<file path="src/rtl/i2c_pkg.sv">
// Shared types and widths for the I2C bus monitor.
package i2c_pkg;

  localparam int I2C_ADDR_W = 7;
  localparam int I2C_DATA_W = 8;

  typedef enum logic [2:0] {
    ST_IDLE,
    ST_ADDR,
    ST_ADDR_ACK,
    ST_DATA,
    ST_DATA_ACK,
    ST_IGNORE
  } i2c_state_t;

endpackage

</file>
<file path="src/rtl/i2c_sync_edge.sv">
// Synchronizes one bus line into the clk domain and flags edges of the
// synchronized value. Flops reset to 1 so an idle bus is assumed.
module i2c_sync_edge #(
  parameter int SYNC_STAGES = 2
) (
  input  logic clk,
  input  logic rst,
  input  logic i_line,
  output logic o_level,
  output logic o_rise,
  output logic o_fall
);

  logic [SYNC_STAGES-1:0] r_sync;
  logic                   r_prev;

  // Synchronizer chain followed by the edge-detect register.
  always_ff @(posedge clk or posedge rst) begin
    if (rst) begin
      r_sync <= '1;
      r_prev <= 1'b1;
    end else begin
      r_sync <= {r_sync[SYNC_STAGES-2:0], i_line};
      r_prev <= r_sync[SYNC_STAGES-1];
    end
  end

  assign o_level = r_sync[SYNC_STAGES-1];
  assign o_rise  = o_level & ~r_prev;
  assign o_fall  = ~o_level & r_prev;

endmodule

</file>
<file path="src/rtl/i2c_bus_monitor.sv">
// Passive I2C bus monitor: decodes START/STOP, address and data bytes
// from the synchronized SDA/SCL lines and reports them as registered pulses.
module i2c_bus_monitor
  import i2c_pkg::*;
#(
  parameter int SYNC_STAGES = 2
) (
  input  logic                  clk,
  input  logic                  rst,
  input  logic                  i2c_sda,
  input  logic                  i2c_scl,
  output logic                  lines_busy,
  output logic                  start_det,
  output logic                  stop_det,
  output logic                  addr_valid,
  output logic [I2C_ADDR_W-1:0] addr,
  output logic                  rw,
  output logic                  byte_valid,
  output logic [I2C_DATA_W-1:0] data_out,
  output logic                  ack,
  output logic                  bus_err
);

  logic w_sda, w_sda_rise, w_sda_fall;
  logic w_scl, w_scl_rise, w_scl_fall;

  i2c_sync_edge #(.SYNC_STAGES(SYNC_STAGES)) u_sync_sda (
    .clk(clk), .rst(rst), .i_line(i2c_sda),
    .o_level(w_sda), .o_rise(w_sda_rise), .o_fall(w_sda_fall)
  );

  i2c_sync_edge #(.SYNC_STAGES(SYNC_STAGES)) u_sync_scl (
    .clk(clk), .rst(rst), .i_line(i2c_scl),
    .o_level(w_scl), .o_rise(w_scl_rise), .o_fall(w_scl_fall)
  );

  i2c_state_t            r_state, w_state_n;
  logic [2:0]            r_cnt, w_cnt_n;
  logic [I2C_DATA_W-1:0] r_shift, w_shift_n;
  logic                  r_busy, w_busy_n;
  logic                  r_start, w_start_n;
  logic                  r_stop, w_stop_n;
  logic                  r_av, w_av_n;
  logic                  r_bv, w_bv_n;
  logic                  r_err, w_err_n;
  logic [I2C_ADDR_W-1:0] r_addr, w_addr_n;
  logic                  r_rw, w_rw_n;
  logic [I2C_DATA_W-1:0] r_data, w_data_n;
  logic                  r_ack, w_ack_n;

  logic w_scl_high, w_start, w_stop, w_bit, w_in_byte;

  // SCL high in both the previous and current sample; a simultaneous
  // SDA/SCL change can then never qualify as START, STOP or a bit.
  assign w_scl_high = w_scl & ~w_scl_rise & ~w_scl_fall;
  assign w_start    = w_sda_fall & w_scl_high;
  assign w_stop     = w_sda_rise & w_scl_high;
  assign w_bit      = w_scl_rise & ~w_sda_rise & ~w_sda_fall;
  assign w_in_byte  = (((r_state == ST_ADDR) || (r_state == ST_DATA)) && (r_cnt != 3'd0)) ||
                      (r_state == ST_ADDR_ACK) || (r_state == ST_DATA_ACK);

  // State, counter, shift register and registered outputs.
  always_ff @(posedge clk or posedge rst) begin
    if (rst) begin
      r_state <= ST_IDLE;
      r_cnt   <= '0;
      r_shift <= '0;
      r_busy  <= 1'b0;
      r_start <= 1'b0;
      r_stop  <= 1'b0;
      r_av    <= 1'b0;
      r_bv    <= 1'b0;
      r_err   <= 1'b0;
      r_addr  <= '0;
      r_rw    <= 1'b0;
      r_data  <= '0;
      r_ack   <= 1'b0;
    end else begin
      r_state <= w_state_n;
      r_cnt   <= w_cnt_n;
      r_shift <= w_shift_n;
      r_busy  <= w_busy_n;
      r_start <= w_start_n;
      r_stop  <= w_stop_n;
      r_av    <= w_av_n;
      r_bv    <= w_bv_n;
      r_err   <= w_err_n;
      r_addr  <= w_addr_n;
      r_rw    <= w_rw_n;
      r_data  <= w_data_n;
      r_ack   <= w_ack_n;
    end
  end

  // Next-state and next-output decode; STOP has priority, then START, then bit sampling.
  always_comb begin
    w_state_n = r_state;
    w_cnt_n   = r_cnt;
    w_shift_n = r_shift;
    w_busy_n  = r_busy;
    w_start_n = 1'b0;
    w_stop_n  = 1'b0;
    w_av_n    = 1'b0;
    w_bv_n    = 1'b0;
    w_err_n   = 1'b0;
    w_addr_n  = r_addr;
    w_rw_n    = r_rw;
    w_data_n  = r_data;
    w_ack_n   = r_ack;
    if (w_stop) begin
      w_stop_n  = 1'b1;
      w_err_n   = w_in_byte;
      w_busy_n  = 1'b0;
      w_state_n = ST_IDLE;
      w_cnt_n   = '0;
    end else if (w_start) begin
      w_start_n = 1'b1;
      w_err_n   = w_in_byte;
      w_busy_n  = 1'b1;
      w_state_n = ST_ADDR;
      w_cnt_n   = '0;
    end else if (w_bit) begin
      case (r_state)
        ST_ADDR, ST_DATA: begin
          w_shift_n = {r_shift[I2C_DATA_W-2:0], w_sda};
          if (r_cnt == 3'd7) begin
            w_cnt_n   = '0;
            w_state_n = (r_state == ST_ADDR) ? ST_ADDR_ACK : ST_DATA_ACK;
          end else begin
            w_cnt_n = r_cnt + 3'd1;
          end
        end
        ST_ADDR_ACK: begin
          w_addr_n  = r_shift[I2C_DATA_W-1:1];
          w_rw_n    = r_shift[0];
          w_ack_n   = ~w_sda;
          w_av_n    = 1'b1;
          w_state_n = w_sda ? ST_IGNORE : ST_DATA;
        end
        ST_DATA_ACK: begin
          w_data_n  = r_shift;
          w_ack_n   = ~w_sda;
          w_bv_n    = 1'b1;
          w_state_n = ST_DATA;
        end
        default: ;
      endcase
    end
  end

  assign lines_busy = r_busy;
  assign start_det  = r_start;
  assign stop_det   = r_stop;
  assign addr_valid = r_av;
  assign byte_valid = r_bv;
  assign bus_err    = r_err;
  assign addr       = r_addr;
  assign rw         = r_rw;
  assign data_out   = r_data;
  assign ack        = r_ack;

endmodule

</file>
<file path="config.mk">
export PLATFORM = sky130hd
export DESIGN_NAME = i2c_bus_monitor
export DESIGN_NICKNAME = d
export VERILOG_FILES = /design/src/rtl/i2c_pkg.sv /design/src/rtl/i2c_sync_edge.sv /design/src/rtl/i2c_bus_monitor.sv
export SDC_FILE = /design/constraint.sdc
export NUM_CORES = 1
export LEC_CHECK = 0
export ABC_AREA = 0
export CORE_ASPECT_RATIO = 1.5
export CORE_MARGIN = 8
export CORE_UTILIZATION = 52
export CTS_CLUSTER_DIAMETER = 40
export DETAILED_ROUTE_END_ITERATION = 6
export GPL_ROUTABILITY_DRIVEN = 0
export PLACE_DENSITY = 0.74
export SLEW_MARGIN = 20
export SYNTH_ARGS = -nofsm -noshare
export SYNTH_HDL_FRONTEND = slang
export SYNTH_SLANG_ARGS = --single-unit
</file>
<file path="constraint.sdc">
create_clock -name clk -period 2.6 [get_ports clk]
set_input_delay 0.26 -clock clk [delete_from_list [all_inputs] [get_ports clk]]
set_output_delay 0.26 -clock clk [all_outputs]
set_load 0.005 [all_outputs]
</file>
# [After elaboration in Yosys (flattened, before gate mapping)]
# Index checks and enable logic that the tools add are counted.
[word_totals] register_bits=43 latch_bits=0 ramBits=0 mem_bits_ro=0 input_bits=4 mem_count=0
[op_classes] n_addsub=1 mul=0 n_div=0 magnitude_cmp=0 eq_ne=6 n_shift=0 n_mux=27 bitwise=20 n_reduce_logical=17
[op_table] operator="3-bit 2-to-1 mux" count=11
[op_table] operator="4-bit AND reduction" count=4
[op_table] operator="1-bit 2-to-1 mux" count=15
[op_table] operator="1-bit AND" count=10
[op_table] operator="1-bit NOT" count=10
[op_table] operator="3-bit one-hot mux with 3 select lines" count=1
[op_table] operator="3-bit nonzero test" count=3
[op_table] operator="3-bit by 2-bit == test with 1-bit output (second input constant)" count=2
[op_table] operator="3-bit == test (second input constant)" count=2
[op_table] operator="5-bit nonzero test" count=1
[op_table] operator="4-bit != test (second input constant)" count=1
[op_table] operator="2-bit OR reduction" count=2
[op_table] operator="3-bit by 1-bit adder with 3-bit output (second input constant)" count=1
[op_table] operator="3-bit by 1-bit == test with 1-bit output (second input constant)" count=1
[op_table] operator="1-bit logical OR" count=3
[op_table] operator="3-bit AND reduction" count=1
[op_table] operator="2-bit AND reduction" count=1
[op_table] operator="2-bit nonzero test" count=1
[op_table] operator="1-bit logical AND" count=1

# [Logic depth before layout (Yosys ltp)]
[logic_depth] word_depth=8 mapped_depth=6

# [Modules after synthesis]
# From an unflattened synthesis, not the netlist that was laid out.
[hier_totals] cells_unflattened=147 hier_area_um2=1794.2
[modules_own_cells] mod="i2c_bus_monitor" n_inst=1 cells_each=135 area_per_inst_um2=1599.0
[modules_own_cells] mod="i2c_sync_edge" n_inst=2 cells_each=6 area_per_inst_um2=97.6

# [Worst setup path before layout]
# No wires, ideal clock.
[synth_timing] path_kind="reg2reg" startpoint="reg u_sync_sda.r_sync[1]" endpoint="reg r_addr[0], in the netlist addr[0]" setup_time_ns=0.125 t_arrival_ns=1.760 path_slack_ns=0.715 path_stages_with_launch=7 n_path_buf=2 period_less_slack_ns=1.885 path_cell_list="dfstp_2 -> buf_6 -> xor2_2 -> or2_1 -> or3_1 -> buf_6 -> mux2_4"
[synth_via] elab_chain_len=5
[synth_lines] item="start, declared" line_no="i2c_sync_edge.sv:14" text="logic [SYNC_STAGES-1:0] r_sync;"
[synth_lines] item="start signal, assigned" line_no="i2c_sync_edge.sv:23" text="r_sync <= {r_sync[SYNC_STAGES-2:0], i_line};"
[synth_lines] item="1-bit AND or 1-bit NOT (tied branches)" line_no="i2c_sync_edge.sv:29, i2c_sync_edge.sv:30"
[synth_lines] item="1-bit NOT or 1-bit AND (tied branches)" line_no="i2c_bus_monitor.sv:58, i2c_sync_edge.sv:30"
[synth_lines] item="1-bit AND (tied with other cells)" line_no="i2c_bus_monitor.sv:58" text="assign w_bit = w_scl_rise & ~w_sda_rise & ~w_sda_fall;"
[synth_lines] item="1-bit AND or 1-bit NOT (tied branches)"
[synth_lines] item="4-bit AND reduction (no source line) *"
[synth_lines] item="end signal, assigned" line_no="i2c_bus_monitor.sv:88" text="r_addr <= w_addr_n;"
[synth_lines] item="end, declared" line_no="i2c_bus_monitor.sv:46" text="logic [I2C_ADDR_W-1:0] r_addr, w_addr_n;"
# Mark *: on every way between the ends. The rest lies on a longest branch, timed or not.
# A chain may end at the register's enable or synchronous reset.

# [Worst setup path in the final report]
[layout_timing] startpoint="reg u_sync_sda.r_sync[1]" endpoint="reg r_rw, in the netlist rw"
[layout_via] elab_chain_len=5
[layout_lines] item="1-bit AND or 1-bit NOT (tied branches)" line_no="i2c_sync_edge.sv:29, i2c_sync_edge.sv:30"
[layout_lines] item="1-bit NOT or 1-bit AND (tied branches)" line_no="i2c_bus_monitor.sv:58, i2c_sync_edge.sv:30"
[layout_lines] item="1-bit AND (tied with other cells)" line_no="i2c_bus_monitor.sv:58"
[layout_lines] item="1-bit AND or 1-bit NOT (tied branches)"
[layout_lines] item="4-bit AND reduction (no source line) *"
[layout_lines] item="end signal, assigned" line_no="i2c_bus_monitor.sv:89" text="r_rw <= w_rw_n;"
[layout_lines] item="end, declared" line_no="i2c_bus_monitor.sv:47" text="logic r_rw, w_rw_n;"
# Marks and branches as above.

==> impl_results.md <==
* Layout Nets at roughly 170
* Final setup violation count at 0
* P_int at 0.900 mW
* RSZ-0062 raised after global routing: no
* Sequential share of the synthesized area at 0.605
* Synth top cells by count: dfrtp_1 (37), mux2_2 (16), inv_1 (9)
* DR iter-0 viols at 39
* Antenna-violating nets left at 0
* DRT Pass-1 Iters at 4
* Clk buf depth at 2
* Critical path class: flip-flop to flip-flop
* Clock share of power at 0.343
* Async SR Flop Fraction at 1.00
* Worst-Margin Slew at approximately 0.54 ns
* Fmax achieved at between 400 and 500 MHz
* Post-route cell area at approximately 2200 µm²
* CTS H-tree depth at 2
* Outcome: complete, no violations
* Yosys warns at 0
* Die height at slightly below 90 µm
* Average cell area after synthesis at 13.9 µm²
* Clock sinks at 43
* CTS tree: yes
* Final hold slack at 0.360 ns
* Crit-path max cell delay at 0.63 ns
* Worst VDD drop at between 400 and 500 µV
* CP arrival at ~2.3 ns
* Root Buffer: clkbuf_8
* Post-Route WL at 3210 µm
* Final setup TNS at 0 ns
* Final Hold Viols at 0
* Critical Path RT at approximately 2.8 ns
* Multi-input logic area at 639 µm²
* MaxCap Viol Count at 0
* Number of CTS-inserted buffers at 5
* Top-count cell post-synth: dfrtp_1
* Yosys top cell area share at 0.517
* Dpl cell area at 2080 µm²
* Sw frac at 0.227
* Yosys reg bits at 43
* Register area at 1080 µm²
* Worst-skew pair later-pin latency at 0.29 ns
* Post-CTS Resized at 0
* # hold bufs at CTS at 0
* Detailed Place HPWL at 2240 µm
* Via density at 5.43
* I/O Buffers at 26
* Hold Path Class: flip-flop to flip-flop
* Area growth syn-to-layout at 21.0%
* Worst reg2reg path startpoint: u_sync_sda.r_sync[1]$_DFF_PP1_
* Crit share post-route at 0.821
* DIE AREA at 5620 µm²
* Netlist cell types at 34
* CP max FO at 9
* Initial antenna violation count at 0
* Tot Pwr at 1.16 mW
* Slew Limit Fails at 0
* Row cnt at 26
* Share of cells above drive strength 1 at 0.263
* Type of origin of the critical path: flip-flop
* Slew margin rel. at 0.640
* CORE AREA at 3350 µm²
* Routed wire per std cell at 15.9 µm
* Setup Slack @ Placement at between 0.4 and 0.5 ns
* Synth top area cells: dfrtp_1 (52%), mux2_2 (10%), dfstp_2 (8.8%), mux2_4 (6.7%), ha_1 (2.1%)
* Syn_nets at 136
* CP Capture Type: flip-flop
* Via count at 1097
* Gr usage total at 0.125
* Synth Cell Area at 1790 µm²
* Seq pwr share at 0.605
* Inserted Diodes at 0
* Vias in the first global route at 1147
* Overflow after GRT at 0
* Worst-path clk slew at 0.07 ns
* Setup ws final at 0.466 ns
* Hold path start: u_sync_scl.r_sync[0]$_DFF_PP1_
* Die X-Extent at roughly 64 µm
* Starting Density at 0.535
* PD cells at approximately 540 nW/µm²
* Final Critical Period at approximately 2.1 ns
* EDFF count, synth at 0
* Synthesized instance count at 129
* Worst setup startpoint: u_sync_sda.r_sync[1]$_DFF_PP1_
* Psw at 0.264 mW
* Gate power share at 0.051
* Max stage delay cell, worst path: dfstp_2
* Drt drc at 0
* Synth area leader: dfrtp_1
* First-pass GRT wire length at roughly 5500 µm
* I/O pins at 27
* Setup Fix Bufs, Post-CTS at 0
* LEAKAGE at 1.05 nW
* Top_reg_cell synth: dfrtp_1
* Largest net degree at the start of global routing at 44
* Clock Skew at 0.00800 ns
* Filler instances at around 250
* CP Cell Sequence: xor2_2 > or2_1 > or3_1 > mux2_4
## worst max-delay path: cells and delay by family, from the launching register on
kind / cells / cell delay [ns]
and+or+nand+nor: 2 / 0.87
xor gates and xnor gates: 1 / 0.14
muxes: 1 / 0.39
DFF: 1 / 0.63
## layout make-up
type                    count  area share
inverters                   9      0.0156
well taps                  42      0.0242
multi-input cells          72       0.295
clock inverters             3     0.00692
flip-flops and latches     43       0.500
clock buffers               5      0.0317
repair buffers             28       0.127
## cell families (layout without fill, tap and decap cells)
| logic type | count (synthesis) | after routing | synth area share |
|---|---|---|---|
| DFF | 43 | 43 | 0.605 |
| and+or+nand+nor | 25 | 25 | 0.0852 |
| adders and majority gates | 3 | 3 | 0.0210 |
| buffers and inverters | 14 | 45 | 0.0384 |
| muxes | 26 | 26 | 0.179 |
| xor gates and xnor gates | 1 | 1 | 0.00908 |
| AOI/OAI and AO/OA | 17 | 17 | 0.0629 |
## registers in the layout, indices dropped and copies added, names as in the netlist
signal and count:
data_out 8, u_sync_scl.r_sync 2, lines_busy 1, byte_valid 1, addr 7, ack 1
u_sync_sda.r_sync 2, rw 1, stop_det 1, bus_err 1, r_shift 8, addr_valid 1
start_det 1, u_sync_sda.r_prev 1, r_cnt 3, u_sync_scl.r_prev 1, r_state 3
## path summary, 6_finish.rpt
kind / to / depth (start not counted) / slack, ns
worst max-delay path: rw$_DFFE_PP0P_ / 4 / 0.47
worst min-delay path: u_sync_scl.r_sync[1]$_DFF_PP1_ / 0 / 0.36
worst max register to register: rw$_DFFE_PP0P_ / 4 / 0.47
worst min register to register: u_sync_scl.r_sync[1]$_DFF_PP1_ / 0 / 0.36
max in group asynchronous: u_sync_sda.r_prev$_DFF_PP1_ / 3 / 1.81
min in group asynchronous: start_det$_DFF_PP0_ / 3 / 0.41
## power groups by stage
| stage | Combinational [mW] | Sequential, mW | Clock, mW |
|---|---|---|---|
| after floorplan | 0.0413 | 0.712 | 0 |
| after global placement | 0.0585 | 0.716 | 0 |
| after detailed placement | 0.0612 | 0.718 | 0 |
| after CTS | 0.0615 | 0.705 | 0.412 |
| after global routing | 0.0673 | 0.708 | 0.436 |
| final | 0.0598 | 0.705 | 0.400 |
## routing by layer
layer,GRT usage,wire length (µm),part of all wire
met1,0.130,1240,0.39
met4,0.0672,55,0.017
met3,0.0525,221,0.069
met5,0,0,0
met2,0.210,1690,0.53
## cell usage in the layout (no fill, tap or decap), types with 2 or more instances in the layout
master	n
a21oi_1	4
ha_1	3
o21ai_0	2
mux2_4	8
mux2_2	16
nor2_1	2
nor3b_1	2
nand2b_1	6
dfrtp_1	37
clkdlybuf4s50_1	26
mux2i_1	2
inv_1	9
clkinv_2	3
clkbuf_8	5
buf_4	2
nand2_1	6
a21o_1	2
o31ai_1	3
dfstp_2	6
## per-stage QoR
stage	instances	utilization
global route	202	0.647
global placement	194	0.622
CTS	202	0.647
floorplan	129	-
detailed placement	194	0.622
finish	202	0.647
Power figures use the tool's default switching activity.
